--- config.mk ---
export PLATFORM = sky130hd
export DESIGN_NAME = gray_codec_pipe_flat
export DESIGN_NICKNAME = d
export VERILOG_FILES = /design/src/rtl/gray_codec_pipe_pkg.sv /design/src/rtl/gray_codec_pipe_if.sv /design/src/rtl/gray_xlate.sv /design/src/rtl/gray_codec_pipe.sv /design/src/flat_wrapper.sv
export SDC_FILE = /design/constraint.sdc
export NUM_CORES = 1
export LEC_CHECK = 0
export BUFFER_PORTS_ARGS = -buffer_cell sky130_fd_sc_hd__buf_4
export CAP_MARGIN = 5
export CORE_AREA = 2 2 39 41
export DETAILED_ROUTE_END_ITERATION = 10
export DIE_AREA = 0 0 41 43
export PLACE_DENSITY = 0.63
export RECOVER_POWER = 100
export SLEW_MARGIN = 0
export SYNTH_ARGS = -nofsm -noshare
export SYNTH_HDL_FRONTEND = slang
export SYNTH_SLANG_ARGS = --single-unit
--- constraint.sdc ---
create_clock -name clk -period 2.7 [get_ports clk]
set_clock_uncertainty 0.1 [all_clocks]
set_input_delay 0.405 -clock clk [delete_from_list [all_inputs] [get_ports clk]]
set_output_delay 0.405 -clock clk [all_outputs]
set_load 0.03 [all_outputs]
--- src/rtl/gray_codec_pipe_pkg.sv ---
// Shared definitions for the Gray code converter pipeline: mode encodings,
// legal word-width range and a helper used for the elaboration range check.
package gray_codec_pipe_pkg;

    localparam logic MODE_ENC = 1'b0;   // binary -> Gray
    localparam logic MODE_DEC = 1'b1;   // Gray -> binary

    localparam int WIDTH_MIN = 2;
    localparam int WIDTH_MAX = 32;

    function automatic bit width_ok(input int w);
        return (w >= WIDTH_MIN) && (w <= WIDTH_MAX);
    endfunction

endpackage

--- src/rtl/gray_codec_pipe_if.sv ---
// Handshake bundle for gray_codec_pipe. The slave modport is the converter's
// view, the master modport is the view of whatever feeds and drains it.
// Optional out_parity exists only when GRAY_CODEC_PARITY_EN is defined.
//
// Valid/ready: a word moves across a side on every rising clk edge where
// valid && ready are both high. A producer holding valid keeps its payload
// stable until that edge; ready may depend combinationally on the far side.
interface gray_codec_pipe_if #(
    parameter int WIDTH = 3
);
    logic             in_valid;
    logic             in_ready;
    logic             in_mode;
    logic [WIDTH-1:0] in_data;
    logic             out_valid;
    logic             out_ready;
    logic             out_mode;
    logic [WIDTH-1:0] out_data;
`ifdef GRAY_CODEC_PARITY_EN
    logic             out_parity;

    modport slave (
        input  in_valid, in_mode, in_data, out_ready,
        output in_ready, out_valid, out_mode, out_data, out_parity
    );
    modport master (
        output in_valid, in_mode, in_data, out_ready,
        input  in_ready, out_valid, out_mode, out_data, out_parity
    );
`else
    modport slave (
        input  in_valid, in_mode, in_data, out_ready,
        output in_ready, out_valid, out_mode, out_data
    );
    modport master (
        output in_valid, in_mode, in_data, out_ready,
        input  in_ready, out_valid, out_mode, out_data
    );
`endif
endinterface

--- src/rtl/gray_xlate.sv ---
// Combinational binary/Gray translator. Mode selects the direction; the
// module is stateless so it can be dropped into Gray-pointer FIFOs as well.
module gray_xlate
    import gray_codec_pipe_pkg::*;
#(
    parameter int WIDTH = 3
) (
    input  logic             mode,
    input  logic [WIDTH-1:0] din,
    output logic [WIDTH-1:0] dout
);

    logic [WIDTH-1:0] enc;
    logic [WIDTH-1:0] dec;

    // Encode is a single shifted XOR; decode bit i is the XOR of din[WIDTH-1:i],
    // written as a reduction so no bit depends on another output bit.
    always_comb begin
        enc = din ^ (din >> 1);
        dec = '0;
        for (int i = 0; i < WIDTH; i++) begin
            dec[i] = ^(din >> i);
        end
        dout = (mode == MODE_DEC) ? dec : enc;
    end

endmodule

--- src/rtl/gray_codec_pipe.sv ---
// Two-stage registered binary/Gray converter with valid/ready on both sides.
// Stage 1 captures the input word and its mode; stage 2 holds the converted
// word. Full throughput with no skid buffer: in_ready is combinational from
// out_ready, so at most two words are in flight.
// Optional feature macro: GRAY_CODEC_PARITY_EN adds a registered out_parity.
module gray_codec_pipe
    import gray_codec_pipe_pkg::*;
#(
    parameter int WIDTH = 3
) (
    input  logic               clk,
    input  logic               rst,
    gray_codec_pipe_if.slave   bus
);

    if (!width_ok(WIDTH)) begin : g_width_check
        $error("gray_codec_pipe: WIDTH out of range 2..32");
    end

    logic             s1_valid;
    logic             s1_mode;
    logic [WIDTH-1:0] s1_data;
    logic [WIDTH-1:0] xl_data;
    logic             s2_load;
    logic             in_fire;

    // Stage 2 can take a word when it is empty or is emptying this cycle;
    // stage 1 can take a word when it is empty or is moving forward.
    assign s2_load     = s1_valid && (!bus.out_valid || bus.out_ready);
    assign bus.in_ready = !s1_valid || s2_load;
    assign in_fire     = bus.in_valid && bus.in_ready;

    gray_xlate #(.WIDTH(WIDTH)) u_xlate (
        .mode (s1_mode),
        .din  (s1_data),
        .dout (xl_data)
    );

    // Stage 1: capture an accepted input word, or drain into stage 2.
    always_ff @(posedge clk or posedge rst) begin
        if (rst) begin
            s1_valid <= 1'b0;
            s1_mode  <= MODE_ENC;
            s1_data  <= '0;
        end else if (in_fire) begin
            s1_valid <= 1'b1;
            s1_mode  <= bus.in_mode;
            s1_data  <= bus.in_data;
        end else if (s2_load) begin
            s1_valid <= 1'b0;
        end
    end

    // Stage 2: load the converted word; otherwise empty on a downstream take,
    // holding data and mode stable while stalled.
    always_ff @(posedge clk or posedge rst) begin
        if (rst) begin
            bus.out_valid <= 1'b0;
            bus.out_mode  <= MODE_ENC;
            bus.out_data  <= '0;
        end else if (s2_load) begin
            bus.out_valid <= 1'b1;
            bus.out_mode  <= s1_mode;
            bus.out_data  <= xl_data;
        end else if (bus.out_ready) begin
            bus.out_valid <= 1'b0;
        end
    end

`ifdef GRAY_CODEC_PARITY_EN
    logic s1_parity;

    // Parity is always over the binary form: the input for encode, the
    // decoded result for decode.
    assign s1_parity = (s1_mode == MODE_DEC) ? ^xl_data : ^s1_data;

    // Parity register travels with out_data and holds during a stall.
    always_ff @(posedge clk or posedge rst) begin
        if (rst) begin
            bus.out_parity <= 1'b0;
        end else if (s2_load) begin
            bus.out_parity <= s1_parity;
        end
    end
`endif

endmodule

--- src/flat_wrapper.sv ---
// flat-port wrapper written by rule: the top's interface ports become plain ports
module gray_codec_pipe_flat import gray_codec_pipe_pkg::*;
#(
    parameter int WIDTH = 3
)
  (clk, rst, bus_in_valid, bus_in_mode, bus_in_data, bus_out_ready, bus_in_ready, bus_out_valid, bus_out_mode, bus_out_data);
  gray_codec_pipe_if #(.WIDTH(WIDTH)) bus_i ();
  input  logic clk;
  input  logic rst;
  input wire logic [$bits(bus_i.in_valid)-1:0] bus_in_valid;
  input wire logic [$bits(bus_i.in_mode)-1:0] bus_in_mode;
  input wire logic [$bits(bus_i.in_data)-1:0] bus_in_data;
  input wire logic [$bits(bus_i.out_ready)-1:0] bus_out_ready;
  output wire logic [$bits(bus_i.in_ready)-1:0] bus_in_ready;
  output wire logic [$bits(bus_i.out_valid)-1:0] bus_out_valid;
  output wire logic [$bits(bus_i.out_mode)-1:0] bus_out_mode;
  output wire logic [$bits(bus_i.out_data)-1:0] bus_out_data;
  assign bus_i.in_valid = bus_in_valid;
  assign bus_i.in_mode = bus_in_mode;
  assign bus_i.in_data = bus_in_data;
  assign bus_i.out_ready = bus_out_ready;
  assign bus_in_ready = bus_i.in_ready;
  assign bus_out_valid = bus_i.out_valid;
  assign bus_out_mode = bus_i.out_mode;
  assign bus_out_data = bus_i.out_data;
  gray_codec_pipe #(.WIDTH(WIDTH)) u_core (.clk(clk), .rst(rst), .bus(bus_i));
endmodule
## Word-level counts from Yosys, hierarchy flattened

Cells that the tools add are included.

| storage, ports and cells | value |
|---|---|
| bits in registers | 10 |
| bits of input ports | 8 |
| output and inout bits | 6 |

| cells by class | value |
|---|---|
| mux-type cells | 5 |
| bitwise operators | 1 |
| reductions and logical operators | 11 |

Operators by type and width:

| cell | number |
|---|---|
| parity 3 bit | 3 |
| two-way mux 1 bit | 4 |
| nonzero test 2 bit | 2 |
| two-way mux 3 bit | 1 |
| bitwise XOR 3 x 2 -> 3 bit | 1 |
| logical AND 1 bit | 2 |
| zero test 1 bit | 2 |
| logical OR 1 bit | 2 |

## Depth between registers and ports, before layout

Gate-level depths: netlist of run 1.

| logic depth | value |
|---|---|
| depth in word-level cells | 6 |
| gate-level depth with buffers | 3 |
| mapped depth without buffers | 3 |

## Modules after synthesis

A second synthesis of run 1 with hierarchy kept.

| unflattened totals | value |
|---|---|
| cell total of the unflattened synthesis | 30 |
| area, all modules | 473.0 um^2 |

Modules (own cells, without submodules):

| module | instances | cells an instance | area an instance (um^2) |
|---|---|---|---|
| gray_codec_pipe | 1 | 25 | 435.4 |
| gray_xlate | 1 | 5 | 37.5 |

## Worst setup path before layout of run 1

Ideal clock, no wire load.

| path | value |
|---|---|
| kind | register -> register |
| start | register u_core.bus.out_valid |
| end | register u_core.s1_data[0] |
| library setup time | 0.125 ns |
| arrival time | 1.452 ns |
| setup slack | 1.024 ns |
| stages on the path, launching flop included | 4 |
| buffers on the path | 0 |
| period minus slack after synthesis | 1.676 ns |
| path through | dfrtp_1 nand3b_1 nand2_1 mux2_2 |

| on the way | value |
|---|---|
| longest elaborated chain between the ends | 5 |

RTL lines:

| what | line | RTL |
|---|---|---|
| start, declared | gray_codec_pipe_if.sv:33 | `output in_ready, out_valid, out_mode, out_data` |
| start signal, assigned | gray_codec_pipe.sv:58 | `bus.out_valid <= 1'b0;` |
| start signal, assigned | gray_codec_pipe.sv:62 | `bus.out_valid <= 1'b1;` |
| start signal, assigned | gray_codec_pipe.sv:66 | `bus.out_valid <= 1'b0;` |
| zero test 1 bit | gray_codec_pipe.sv:29 | `assign s2_load = s1_valid && (!bus.out_valid \|\| bus.out_ready);` |
| logical OR 1 bit | gray_codec_pipe.sv:29 |  |
| logical AND 1 bit | gray_codec_pipe.sv:29 |  |
| logical OR 1 bit | gray_codec_pipe.sv:30 | `assign bus.in_ready = !s1_valid \|\| s2_load;` |
| via bus_in_ready | flat_wrapper.sv:14 | `output wire logic [$bits(bus_i.in_ready)-1:0] bus_in_ready;` |
| logical AND 1 bit | gray_codec_pipe.sv:31 | `assign in_fire = bus.in_valid && bus.in_ready;` |
| end signal, assigned | gray_codec_pipe.sv:48 | `s1_data <= bus.in_data;` |
| end, declared | gray_codec_pipe.sv:22 | `logic [WIDTH-1:0] s1_data;` |

The timed path passes the listed nets, and every way through them passes these cells.
A chain may end at the register's enable or synchronous reset.

## Worst setup path after layout of run 1

| path | value |
|---|---|
| start | register u_core.bus.out_valid |
| end | output bus_in_ready |

| on the way | value |
|---|---|
| longest elaborated chain between the ends | 4 |

RTL lines:

| what | line |
|---|---|
| zero test 1 bit | gray_codec_pipe.sv:29 |
| logical OR 1 bit | gray_codec_pipe.sv:29 |
| logical AND 1 bit | gray_codec_pipe.sv:29 |
| logical OR 1 bit | gray_codec_pipe.sv:30 |
| end, declared | flat_wrapper.sv:14 |

No other way between the ends.

==> results of run 1 <==
[metal layers]
| layer | global-route usage, % | up-vias | routed length (um) |
|---|---|---|---|
| li1 | - | 128 | - |
| met5 | 0 | - | 0 |
| met2 | 10.6 | 9 | 296 |
| met4 | 8.00 | 0 | 4 |
| met3 | 5.24 | 2 | 60 |
| met1 | 12.1 | 127 | 297 |
[how the worst min path moves through the flow]
stage / start / to / cells past startpoint
2_1_floorplan: rst / u_core.bus.out_data[0] / 1
3_3_place_gp: rst / u_core.bus.out_valid / 2
3_5_place_dp: rst / u_core.bus.out_valid / 2
4_1_cts: rst / u_core.bus.out_data[1] / 2
5_1_grt: rst / u_core.s1_data[0] / 2
6_report: rst / u_core.bus.out_data[1] / 2
[synthesized netlist by cell type (all sizes together)]
cell type,count
xor2,2
inv,1
mux2,8
dfrtp,10
xnor2,1
nand2b,3
nand3b,1
nand2,3
[cells in the final DEF (no fill, tap or decap)]
master	count
mux2_2	8
dfrtp_1	10
inv_1	1
xor2_1	2
nand2_1	3
xnor2_1	1
clkbuf_4	4
nand2b_1	3
clkbuf_1	6
nand3b_1	1
buf_4	6
[power by group]
part / switching (mW) / internal (mW) / total [mW]
registers: 0.0198 / 0.183 / 0.203
clock network: 0.0497 / 0.0514 / 0.101
logic: 0.0792 / 0.0509 / 0.130
[cell families after synthesis]
family / count (synthesis) / share of synthesized area (%)
buffers and inverters: 1 / 0.919
AND/OR/NAND/NOR: 7 / 9.20
XOR/XNOR: 3 / 6.44
flip-flops: 10 / 61.3
multiplexers: 8 / 22.1
[flip-flops by register name (all words and copies together) (netlist names)]
signal,cells
u_core.s1_valid,1
u_core.bus.out_mode,1
u_core.bus.out_data,3
u_core.s1_data,3
u_core.bus.out_valid,1
u_core.s1_mode,1
[critical path, delay by kind of cell, from the launching register on]
family / cells / cell delay, ps
flops: 1 / 400
buf+inv: 1 / 330
simple gates: 1 / 140
[final cells by class]
cell class	instances	area [sq um]	area share [%]
tap	16	20.0	3.81
inverter	1	3.75	0.714
timing repair buffer	13	75.1	14.3
clock buffer	3	22.5	4.29
sequential	10	250	47.6
multi-input combinational	18	154	29.3
[through the flow]
| step | hold WS [ps] | setup WS (ps) |
|---|---|---|
| CTS | 27.6 | 1210 |
| global placement | 307 | 1240 |
| finish | 15.8 | 1060 |
| floorplan | 145 | 1020 |
| detailed placement | 308 | 1220 |
| global route | 56.7 | 1020 |
==> results.txt, run 1 <==
Fillers = 154
worst-skew pair later-pin latency = 260 ps
CP cell instances = nand3b_1 -> clkbuf_1
#FFs+latches synth = 10
max-slew violations = 0
CP startpoint kind = flop
Routed WL = 658 um
Req. time, crit path = 2190 ps
Critical R2R Launch = u_core.bus.out_valid
R2R cell count = 3
H-tree depth = 1
largest area contributor in the netlist = dfrtp_1
syn nets = 37
post-synth cell types = 8
post-CTS setup buffers = 0
fin crit period = 1640 ps
clock-pin slew on the worst setup and hold paths = 60 ps
Die Footprint = 0.00176 sq mm
fin crit share = 60.7%
Site Rows = 14
die width = 41 um
GRT overflow = 0
GPL Wtd Cong = 0.569
Setup violations, final = 0
Crit. End Element = output port
final setup TNS = 0 ps
cts bufs inserted = 3
n_diodes = 0
clock buffer depth = 2
vias = 266
drt drc = 0
Worst path max stage delay = 400 ps
IO Count = 14
sequential share of the synthesized area = 61.3%
critical path's slowest cell = dfrtp_1
Min-Delay Path Class = primary input to async pin
Worst Path Max Fanout = 3
Worst Tran Pin Value = 371 ps
number of global-route vias before repair = 244
Starting Density = 29.5%
Worst setup endpoint = bus_in_ready
hpwl dp = 517 um
Overall Power = 0.434 mW
PortBufs = 13
Layout Cells excl Fill = 61
largest net degree at the start of global routing = 11
RSZ-0062 raised after global routing = false
routed length per instance = 10.8 um
CTS Hold Buffers Added = 0
Final Cell Area = 526 sq um
Area Growth Syn to Fin = 28.8%
outcome = finished, final reports clean
Max IR drop VDD = 0.305 mV
post-synthesis instance total = 29
Via density = 4.36
ANT nets after route = 0
Crit Path Class = flop to output port
Fin. Hold Viols = 0
Synth Area per Inst = 14.1 sq um
fmax = 610 MHz
Core Util, Final = 38.0%
dpl cells = 58
synthesis warning total = 0
RR Endpoint = u_core.s1_mode
Max transition margin = 75.2%
GRT Total Usage = 9.36%
core area = 0.00138 sq mm
layout cell share with drive strength beyond 1 = 40.0%
Post-Syn Area = 408 sq um
leak pwr = 0.236 nW
first-pass GRT wire length = 1040 um
Worst R2R Setup Slack = 1440 ps
Power Dens Cells = 825 mW/mm^2
first drt pass iteration count = 2
clock sinks = 10
Root Driver = clkbuf_4
share of the synthesized area in the top cell type = 61.3%
First DRT Iteration DRCs = 3
Nets = 55
Max-Cap Viols = 0
CTS resizes = 0
initial antenna violation count = 0
Worst setup startpoint = u_core.bus.out_valid
Die Height = 43 um
CTS tree = done
Worst EP arrival = 1130 ps
top post-synthesis cells by area = dfrtp_1 61%, mux2_2 22%, nand2b_1 4.6%, xor2_1 4.3%, nand2_1 2.8%
Post-DP Area = 526 sq um
No activity file was read; power rests on OpenSTA's default activity.
==> inputs of run 2 (changes only) <==
==> constraint.sdc (replaced) <==
create_clock -name clk -period 1.6 [get_ports clk]
set_clock_uncertainty 0.1 [all_clocks]
set_input_delay 0.24 -clock clk [delete_from_list [all_inputs] [get_ports clk]]
set_output_delay 0.24 -clock clk [all_outputs]
set_load 0.03 [all_outputs]
==> run 2 against run 1 <==
Against the previous run:
- global-route usage is 1.3 points higher
- critical path depth stayed put
- sequential share of layout area is 2.0 points lower
- flip-flop and latch count stayed put
- register-to-register slack worse by 1100 ps
- die area stayed put
- utilization is 1.9 points higher
- clock power is 130% higher
- cell count is 3.3% higher
- largest cell class unchanged
- worst hold slack better by 54 ps
- sequential power is 68% higher
- largest power group unchanged
- combinational power is 72% higher
==> results.txt, run 2 (synthesized netlist as in run 1, its figures left out) <==
outcome = finished, final reports clean (unchanged)
Power Dens Cells = 1440 mW/mm^2 (was 825 mW/mm^2)
Root Driver = clkbuf_4 (unchanged)
n_diodes = 0 (unchanged)
GRT Total Usage = 10.7% (was 9.36%)
H-tree depth = 1 (unchanged)
Critical R2R Launch = u_core.bus.out_valid (unchanged)
number of global-route vias before repair = 268 (was 244)
Crit. End Element = output port (unchanged)
Hold Path End = u_core.s1_valid
core area = 0.00138 sq mm (unchanged)
IO Count = 14 (unchanged)
PortBufs = 13 (unchanged)
first drt pass iteration count = 1 (was 2)
most frequent cells in the layout = 9 x dfrtp_1, 8 x mux2_2, 6 x buf_4, 5 x clkbuf_1, 4 x clkbuf_4 (was 10 x dfrtp_1, 8 x mux2_2, 6 x buf_4, 6 x clkbuf_1, 4 x clkbuf_4)
ANT nets after route = 0 (unchanged)
max-slew violations = 0 (unchanged)
Fin. Hold Viols = 0 (unchanged)
Max IR drop VDD = 0.425 mV (was 0.305 mV)
initial antenna violation count = 0 (unchanged)
Fillers = 152 (was 154)
Post-DP Area = 529 sq um (was 526 sq um)
fmax = 724 MHz
Worst R2R Setup Slack = 360 ps (was 1440 ps)
Site Rows = 14 (unchanged)
Crit Path Class = flop to output port (unchanged)
Setup violations, final = 0 (unchanged)
clock sinks = 10 (unchanged)
CTS tree = done (unchanged)
Final Cell Area = 552 sq um (was 526 sq um)
clock buffer depth = 2 (unchanged)
Regs by FF count = u_core.bus.out_data x3, u_core.s1_data x3 (unchanged)
most common cell after layout, fill and taps aside = dfrtp_1 (unchanged)
Worst Min Path Start = bus_in_valid
RSZ-0062 raised after global routing = false (unchanged)
layout cell share with drive strength beyond 1 = 44.7% (was 40.0%)
cts bufs inserted = 3 (unchanged)
Min-Delay Path Class = primary input to flop (was primary input to async pin)
post-CTS setup buffers = 0 (unchanged)
CTS resizes = 0 (unchanged)
Area Growth Syn to Fin = 35.3% (was 28.8%)
routed length per instance = 10.5 um (was 10.8 um)
CTS Hold Buffers Added = 1 (was 0)
hpwl dp = 491 um (was 517 um)
GPL Wtd Cong = 0.600 (was 0.569)
leak pwr = 0.250 nW (was 0.236 nW)
Routed WL = 663 um (was 658 um)
worst-skew pair later-pin latency = 270 ps (was 260 ps)
CP startpoint kind = flop (unchanged)
largest net degree at the start of global routing = 11 (unchanged)
first-pass GRT wire length = 1150 um (was 1040 um)
vias = 272 (was 266)
Req. time, crit path = 1260 ps (was 2190 ps)
R2R cell count = 3 (unchanged)
die width = 41 um (unchanged)
Nets = 56 (was 55)
RR Endpoint = u_core.s1_data[2] (was u_core.s1_mode)
Worst Tran Pin Value = 384 ps (was 371 ps)
drt drc = 0 (unchanged)
Worst EP arrival = 1040 ps (was 1130 ps)
worst hold stages = 2
First DRT Iteration DRCs = 0 (was 3)
Die Footprint = 0.00176 sq mm (unchanged)
Starting Density = 29.5% (unchanged)
Max-Cap Viols = 0 (unchanged)
fin crit share = 86.3%
GRT overflow = 0 (unchanged)
Die Height = 43 um (unchanged)
Max transition margin = 74.4% (was 75.2%)
final setup TNS = 0 ps (unchanged)
Worst Path Max Fanout = 3 (unchanged)
fin crit period = 1380 ps
Via density = 4.32 (was 4.36)
clock-pin slew on the worst setup and hold paths = 70 ps (was 60 ps)
-- run 2: changes by cell type in the layout (fill, tap and decap cells not counted) --
cell           before  now
dlygate4sd3_1       0    1
dfrtp_1            10    9
clkbuf_2            0    1
clkbuf_8            0    1
clkbuf_1            6    5
dfrtp_2             0    1
-- run 2: metrics by stage --
stage / setup WS [ps] / power (mW) / hold slack (ps) / utilization (%) / instances
after floorplan: 36.9 / 0.511 / -19.9 / - / 29
after global placement: 340 / 0.603 / 142 / 38.2 / 58
after detailed placement: 332 / 0.608 / 148 / 38.2 / 58
after CTS: 226 / 0.846 / 68.3 / 41.6 / 63
after global routing: 135 / 0.847 / 70.7 / 39.9 / 63
final: 219 / 0.792 / 70.1 / 39.9 / 63
-- run 2: cell type report --
cell class                 count  area [sq um]  share of cell area [%]
tap                           16          20.0                    3.63
sequential                    10           251                    45.6
clock buffer                   4          36.3                    6.58
inverter                       1          3.75                   0.680
multi-input combinational     18           154                    27.9
timing repair buffer          14          86.3                    15.6
-- run 2: per-layer routing --
| layer | up-vias | track usage, % | share of wire [%] | wire (um) |
|---|---|---|---|---|
| li1 | 133 | - | - | - |
| met1 | 123 | 14.7 | 47 | 313 |
| met2 | 12 | 11.6 | 41 | 270 |
| met3 | 4 | 3.14 | 8.1 | 54 |
| met4 | 0 | 12.0 | 3.8 | 25 |
| met5 | - | 0 | 0 | 0 |
-- run 2: worst max path at each step --
| stage | startpoint | to | slack, ps | cells after the start |
|---|---|---|---|---|
| after detailed placement | bus_out_ready | u_core.s1_data[2] | 330 | 4 |
| after floorplan | u_core.bus.out_valid | u_core.s1_data[0] | 40 | 3 |
| after CTS | u_core.bus.out_valid | bus_in_ready | 230 | 2 |
| final | u_core.bus.out_valid | bus_in_ready | 220 | 2 |
| after global routing | u_core.bus.out_valid | bus_in_ready | 130 | 2 |
| after global placement | bus_out_ready | u_core.s1_data[2] | 340 | 4 |
-- run 2: critical path: stages, from the launching register on --
cell and delay, ps:
dfrtp_2 410, nand3b_1 140, clkbuf_2 230
-- run 2: report_power, final --
| part | switching (mW) | leakage [nW] | internal, mW |
|---|---|---|---|
| registers | 0.0324 | 0.114 | 0.309 |
| logic | 0.134 | 0.115 | 0.0880 |
| clock network | 0.0906 | 0.0210 | 0.138 |
